**src/rtl/timed_traffic_ctrl.sv**
```systemverilog
// Highway / country-road crossing controller.
// Six-state Moore machine with a shared dwell timer. The highway rests on
// green and yields to the country road only after a minimum green time. The
// country road keeps green while cars are present, up to a maximum dwell.
// Lamp outputs and the timeout pulse are registered and depend only on the
// state, so the sensor input never reaches the lamps combinationally.
module timed_traffic_ctrl #(
  parameter int MIN_GREEN  = 8,
  parameter int Y2R_DELAY  = 4,
  parameter int R2G_DELAY  = 2,
  parameter int MAX_CGREEN = 16,
  parameter int CNT_W      = 8
) (
  input  logic       clk,
  input  logic       clear,
  input  logic       X,
  output logic [1:0] highway,
  output logic [1:0] country,
  output logic [2:0] state,
  output logic       timeout
);

  typedef enum logic [2:0] {
    S0 = 3'd0,  // highway green, country red
    S1 = 3'd1,  // highway yellow, country red
    S2 = 3'd2,  // all red, clearing toward the country road
    S3 = 3'd3,  // highway red, country green
    S4 = 3'd4,  // highway red, country yellow
    S5 = 3'd5   // all red, clearing back toward the highway
  } state_e;

  localparam logic [1:0] RED    = 2'd0;
  localparam logic [1:0] YELLOW = 2'd1;
  localparam logic [1:0] GREEN  = 2'd2;

  // Last timer value of each dwell; the state changes on the edge that ends it.
  localparam logic [CNT_W-1:0] MIN_GREEN_LAST  = CNT_W'(MIN_GREEN - 1);
  localparam logic [CNT_W-1:0] Y2R_LAST        = CNT_W'(Y2R_DELAY - 1);
  localparam logic [CNT_W-1:0] R2G_LAST        = CNT_W'(R2G_DELAY - 1);
  localparam logic [CNT_W-1:0] MAX_CGREEN_LAST = CNT_W'(MAX_CGREEN - 1);

  // The state register is kept as a plain 3-bit vector so that the unused
  // codes 6 and 7 are ordinary values that the next-state logic recovers from.
  logic [2:0]       state_q;
  logic [2:0]       state_d;
  logic [CNT_W-1:0] tmr_q;
  logic [CNT_W-1:0] tmr_d;
  logic             timeout_q;
  logic             timeout_d;
  logic [1:0]       highway_q;
  logic [1:0]       highway_d;
  logic [1:0]       country_q;
  logic [1:0]       country_d;

  // Next state, next dwell count and timeout flag from the current state, timer and sensor.
  always_comb begin
    state_d   = state_q;
    tmr_d     = tmr_q + CNT_W'(1);
    timeout_d = 1'b0;
    case (state_q)
      S0: begin
        if (tmr_q >= MIN_GREEN_LAST) begin
          if (X) begin
            state_d = S1;
            tmr_d   = '0;
          end else begin
            tmr_d = MIN_GREEN_LAST;
          end
        end
      end
      S1: begin
        if (tmr_q >= Y2R_LAST) begin
          state_d = S2;
          tmr_d   = '0;
        end
      end
      S2: begin
        if (tmr_q >= R2G_LAST) begin
          state_d = S3;
          tmr_d   = '0;
        end
      end
      S3: begin
        if (!X) begin
          state_d = S4;
          tmr_d   = '0;
        end else if (tmr_q >= MAX_CGREEN_LAST) begin
          state_d   = S4;
          tmr_d     = '0;
          timeout_d = 1'b1;
        end
      end
      S4: begin
        if (tmr_q >= Y2R_LAST) begin
          state_d = S5;
          tmr_d   = '0;
        end
      end
      S5: begin
        if (tmr_q >= R2G_LAST) begin
          state_d = S0;
          tmr_d   = '0;
        end
      end
      default: begin
        state_d = S0;
        tmr_d   = '0;
      end
    endcase
  end

  // Lamp decode of the upcoming state; any unknown code shows red on both roads.
  always_comb begin
    highway_d = RED;
    country_d = RED;
    case (state_d)
      S0:      highway_d = GREEN;
      S1:      highway_d = YELLOW;
      S3:      country_d = GREEN;
      S4:      country_d = YELLOW;
      default: begin
        highway_d = RED;
        country_d = RED;
      end
    endcase
  end

  // Machine registers; clear forces highway green at once, skipping any yellow.
  always_ff @(posedge clk or posedge clear) begin
    if (clear) begin
      state_q   <= S0;
      tmr_q     <= '0;
      timeout_q <= 1'b0;
      highway_q <= GREEN;
      country_q <= RED;
    end else begin
      state_q   <= state_d;
      tmr_q     <= tmr_d;
      timeout_q <= timeout_d;
      highway_q <= highway_d;
      country_q <= country_d;
    end
  end

  assign state   = state_q;
  assign highway = highway_q;
  assign country = country_q;
  assign timeout = timeout_q;

endmodule

```
**config.mk**
```make
export PLATFORM = sky130hd
export DESIGN_NAME = timed_traffic_ctrl
export DESIGN_NICKNAME = d
export VERILOG_FILES = /design/src/rtl/timed_traffic_ctrl.sv
export SDC_FILE = /design/constraint.sdc
export NUM_CORES = 1
export LEC_CHECK = 0
export BUFFER_PORTS_ARGS = -buffer_cell sky130_fd_sc_hd__buf_2
export CORE_ASPECT_RATIO = 1.2
export CORE_MARGIN = 4
export CORE_UTILIZATION = 29
export CTS_BUF_LIST = sky130_fd_sc_hd__clkbuf_8
export CTS_CLUSTER_DIAMETER = 50
export DETAILED_ROUTE_END_ITERATION = 10
export PLACE_DENSITY_LB_ADDON = 0.15
export REMOVE_ABC_BUFFERS = 1
export SLEW_MARGIN = 40
export SYNTH_ARGS = -nofsm -noshare
export SYNTH_HDL_FRONTEND = slang
export SYNTH_SLANG_ARGS = --single-unit
```
**constraint.sdc**
```tcl
create_clock -name clk -period 2.3 [get_ports clk]
set_input_delay 0.115 -clock clk [delete_from_list [all_inputs] [get_ports clk]]
set_output_delay 0.115 -clock clk [all_outputs]
set_load 0.1 [all_outputs]
```
# Word level (Yosys, flattened, before mapping)
# Cells that the tools add are included.
# totals
reg_bits	16
elab_cells	43
input_bits	3
# classes
n_mux	21
reduce_logical	4
n_lt_le_gt_ge	4
n_addsub	1
eq_ne	8
# ops
op	count
two-way mux 8 bit	5
one-hot mux 8 bit (4 select lines)	1
two-way mux 3 bit	9
one-hot mux 3 bit (6 select lines)	1
== test 3 x 2 -> 1 bit, second input constant	3
== test 3 bit, second input constant	3
adder 8 x 1 -> 8 bit, second input constant	1
>= comparator 8 x 1 -> 1 bit, second input constant	1
>= comparator 8 x 2 -> 1 bit, second input constant	1
>= comparator 8 x 3 -> 1 bit, second input constant	1
>= comparator 8 x 4 -> 1 bit, second input constant	1
one-hot mux 2 bit (2 select lines)	2
== test 3 x 1 -> 1 bit, second input constant	2
zero test 3 bit	2
OR reduction 2 bit	2
two-way mux 1 bit	3

# Depth between registers and ports, before layout
# logic_depth
depth_word	6
depth_mapped	6

# Worst setup path after synthesis
# No wires, ideal clock.
# synth_path
kind	register -> register
startpoint	reg state_q[1] (netlist: state[1])
endpoint	reg country_q[0] (netlist: country[0])
arrival_time_ns	1.950
period_less_slack_ns	2.081
required_ns	2.169
path_slack_ns	0.219
stages_incl_launch_ff	5
n_path_buf	0
path_cell_list	dfrtp_1 > nand4b_1 > or3b_2 > o211ai_1 > nor3b_2
# synth_via
elab_chain_len	5
elab_cells_between_ends	18
classes_between	eq/ne (7); mux (10); reduce/logical (1)
# synth_lines
item	line_no	text
start: declaration	44	logic [2:0] state_q;
start signal: assignment	137	state_q <= state_d;
two-way mux 3 bit, on equally long branches	87, 63	
two-way mux 3 bit, on equally long branches	84, 62	
one-hot mux 3 bit (6 select lines) (*)	60	case (state_q)
== test 3 bit / == test 3 x 2 -> 1 bit (equally long branches)	116	case (state_d)
one-hot mux 2 bit (2 select lines) (*)	116	
via country_d[0]	53	logic [1:0] country_d;
end signal: assignment	141	country_q <= country_d;
end: declaration	52	logic [1:0] country_q;
# The timed path passes the listed nets; every way through them passes the cells marked *.

# Final worst setup path
# layout_path
startpoint	reg tmr_q[0]
endpoint	reg tmr_q[2]
# layout_via
elab_chain_len	4
elab_cells_between_ends	11
classes_between	add/sub (1); order compare (4); mux (6)
# layout_lines
item	line_no	text
start: declaration	46	logic [CNT_W-1:0] tmr_q;
start signal: assignment	138	tmr_q <= tmr_d;
adder 8 x 1 -> 8 bit / >= comparator 8 x 4 -> 1 bit (equally long branches)	58, 87	
two-way mux 8 bit	87	end else if (tmr_q >= MAX_CGREEN_LAST) begin
two-way mux 8 bit	84	if (!X) begin
one-hot mux 8 bit (4 select lines) (*)	60	
via tmr_d[2]	47	logic [CNT_W-1:0] tmr_d;
# Marks and branches as above.

==> summary.md <==
| Metric | Value |
|---|---|
| Max cap viols | `0` |
| Antenna violations before repair | `0` |
| Post-synth EDFFs | `0` |
| WP buf/inv | `1` |
| CTS tree | `built` |
| Worst-Skew Late Latency | `between 0.2 and 0.3 ns` |
| Routed wire length | `roughly 2000 um` |
| Global-route wire length before repair | `3520 um` |
| Worst slew pin tran | `about 0.57 ns` |
| Vert. Die Dim | `roughly 71 um` |
| Worst r2r path cells | `6` |
| Clock buffer depth | `2` |
| Worst setup SP type | `flip-flop` |
| Mapped Cells | `93` |
| Ys flop type | `dfrtp_1` |
| Drt pass-1 iters | `4` |
| Slew margin rel. | `61.9%` |
| Layout fillers | `about 330` |
| Number of cell rows | `22` |
| Worst r2r src | `tmr_q[0]` |
| CTS H-tree lvls | `1` |
| Final Net Count | `~110` |
| CP cell instances | `inv_1 > ha_1 > or4b_1 > a2111o_1 > a32o_1 > nand2_1` |
| Worst clock skew | `approximately 0.00079 ns` |
| Run status | `complete, no violations` |
| DR iter-0 viols | `13` |
| Antenna cells | `0` |
| Hold Path Sink | `highway[0]` |
| Setup tns final | `0 ns` |
| FMAX | `just over 500 MHz` |
| Ys Warns | `0` |
| Core footprint | `3110 sq um` |
| Vias in the first global route | `between 700 and 800` |
| Hold Vio Cnt, Final | `0` |
| Sequential element share of the synthesized area | `a little over two fifths` |
| Largest net degree at the start of global routing | `17` |
| Grt total ovfl | `0` |
| Setup bufs post-CTS | `0` |
| Layout cells sized above 1 | `23.6%` |
| Clk slew on worst S/H paths | `roughly 0.06 ns` |
| Hold-fix buffers at CTS | `1` |
| Final period util | `between 80% and 90%` |
| TritonCTS Buffers | `3` |
| Largest area contributor in the netlist | `dfrtp_1` |
| CTS resizes | `0` |
| Area contributors post-synth | `dfrtp_1 40%, ha_1 4.0%, o211ai_1 3.2%, dfstp_2 2.8%, o311ai_4 2.8%` |
| HP Class | `primary input to flip-flop` |
| Worst setup EP type | `flip-flop` |
| Arr. time, crit path | `approximately 2.2 ns` |
| Routability Congestion | `0.791` |
| Via Count | `738` |
| Worst Path Max Fanout | `5` |
| Global Route Usage Sum | `a little over a tenth` |
| Asr flop ratio synth | `100%` |
| Most frequent cells in the layout | `15 x dfrtp_1, 10 x buf_2, 5 x o21ai_0` |
| # clock sinks | `16` |
| CP max stage delay | `0.50 ns` |
| Min Hold Slack | `between 0.15 and 0.2 ns` |
| Hold depth | `3` |
| CP max stage cell | `or4b_1` |
| Clock root buffer | `clkbuf_8` |
| Family with the most delay on the worst path | `compound AO/OA/AOI/OAI gates` |
| Worst Hold Launch | `X` |
| I/O pins | `11` |
| Die Span X | `between 60 and 70 um` |
| Synth Area per Inst | `around 10 sq um` |
| RSZ-0062 raised after global routing | `false` |
| CP required | `2.49 ns` |
| Die Area | `about 4200 sq um` |
| CP Class | `flip-flop to flip-flop` |
| Tmin final | `1.99 ns` |
| Port Buffers | `10` |
| Post-synth cell types | `43` |
| Final Max Slew Viols | `0` |
| Via/cell ratio | `5.20` |
| Cell area after synthesis | `about 950 sq um` |
| #FFs+latches synth | `16` |
| Worst reg-to-reg setup slack | `roughly 0.31 ns` |
| Dpl hpwl | `between 1000 and 1500 um` |
| Worst R2R End | `tmr_q[2]` |
| Initial Util | `a little under a third` |
| Wire length per cell | `14.3 um` |
| Synth top area share | `about two fifths` |
| Most common cell after layout, fill and taps aside | `dfrtp_1` |
| DRT antenna net count | `0` |
| Final Setup Violations | `0` |
| Synth-to-Final Area Change | `15.3%` |
| DRC | `0` |
[per-stage QoR]
| stage | util (%) | worst slack [ns] | area, sq um | std cells |
|---|---|---|---|---|
| final | 35.1 | 0.313 | 1090 | 142 |
| after global routing | 35.1 | 0.205 | 1090 | 142 |
| after CTS | 35.1 | 0.321 | 1090 | 142 |
| after detailed placement | 33.0 | 0.340 | 1030 | 137 |
| after global placement | 33.0 | 0.323 | 1030 | 137 |
| after floorplan | - | 0.0667 | 917 | 89 |
[cells in the mapped netlist (2+ instances only)]
| cell type | instances |
|---|---|
| or2_1 | 2 |
| a21oi_1 | 3 |
| nor2_1 | 3 |
| buf_6 | 2 |
| nand4b_1 | 2 |
| or2_2 | 2 |
| o31ai_1 | 2 |
| ha_1 | 3 |
| a311oi_1 | 2 |
| nor3_1 | 4 |
| o21ai_0 | 5 |
| nand3_1 | 2 |
| o211ai_1 | 4 |
| nand2b_1 | 4 |
| dfrtp_1 | 15 |
| nor4_1 | 3 |
| clkbuf_1 | 4 |
| inv_1 | 4 |
| or3b_2 | 2 |
| nand2_1 | 2 |
[cell type report]
| cell class | instances | area [sq um] | area share [%] |
|---|---|---|---|
| clock buffer | 4 | 55.1 | 5.04 |
| inverter | 4 | 15.0 | 1.37 |
| multi-input combinational | 69 | 500 | 45.8 |
| sequential | 16 | 402 | 36.8 |
| tap | 36 | 45.0 | 4.12 |
| timing repair buffer | 13 | 75.1 | 6.87 |
[logic make-up (layout without fill, tap and decap cells)]
| logic type | Yosys count | count (layout) | synth area share (%) |
|---|---|---|---|
| compound gates | 26 | 26 | 22.2 |
| xor+xnor | 2 | 2 | 1.85 |
| fa+ha+maj | 3 | 3 | 3.96 |
| buf+inv | 11 | 21 | 5.94 |
| flops | 16 | 16 | 42.4 |
| other cells | 1 | 4 | 0.396 |
| simple gates | 34 | 34 | 23.3 |
[worst max path at each step]
stage / slack (ns) / depth (start not counted) / from / endpoint
2_1_floorplan: 0.07 / 4 / state[0] / country[0]
4_1_cts: 0.32 / 6 / tmr_q[0] / tmr_q[2]
3_5_place_dp: 0.34 / 6 / tmr_q[0] / tmr_q[2]
3_3_place_gp: 0.32 / 6 / tmr_q[0] / tmr_q[2]
6_report: 0.31 / 6 / tmr_q[0] / tmr_q[2]
5_1_grt: 0.20 / 6 / tmr_q[0] / tmr_q[2]
[worst min-delay path, cell delays in order]
cell,delay [ns]
buf_2,0.14
o311ai_4,0.07
o41ai_1,0.07
[metal layers]
| metal | GRT usage, % | share of wire (%) |
|---|---|---|
| met1 | 14.1 | 48 |
| met2 | 16.5 | 47 |
| met3 | 3.28 | 3.4 |
| met4 | 5.17 | 2.2 |
| met5 | 0 | 0 |
[sequential cells by signal, indices dropped and copies added, names as in the netlist]
signal	flops
tmr_q	8
highway	2
state	3
timeout	1
country	2
Power is left out: the tool's default activity adds up to more than one toggle a clock period on the data nets, which glitch-free logic cannot reach.
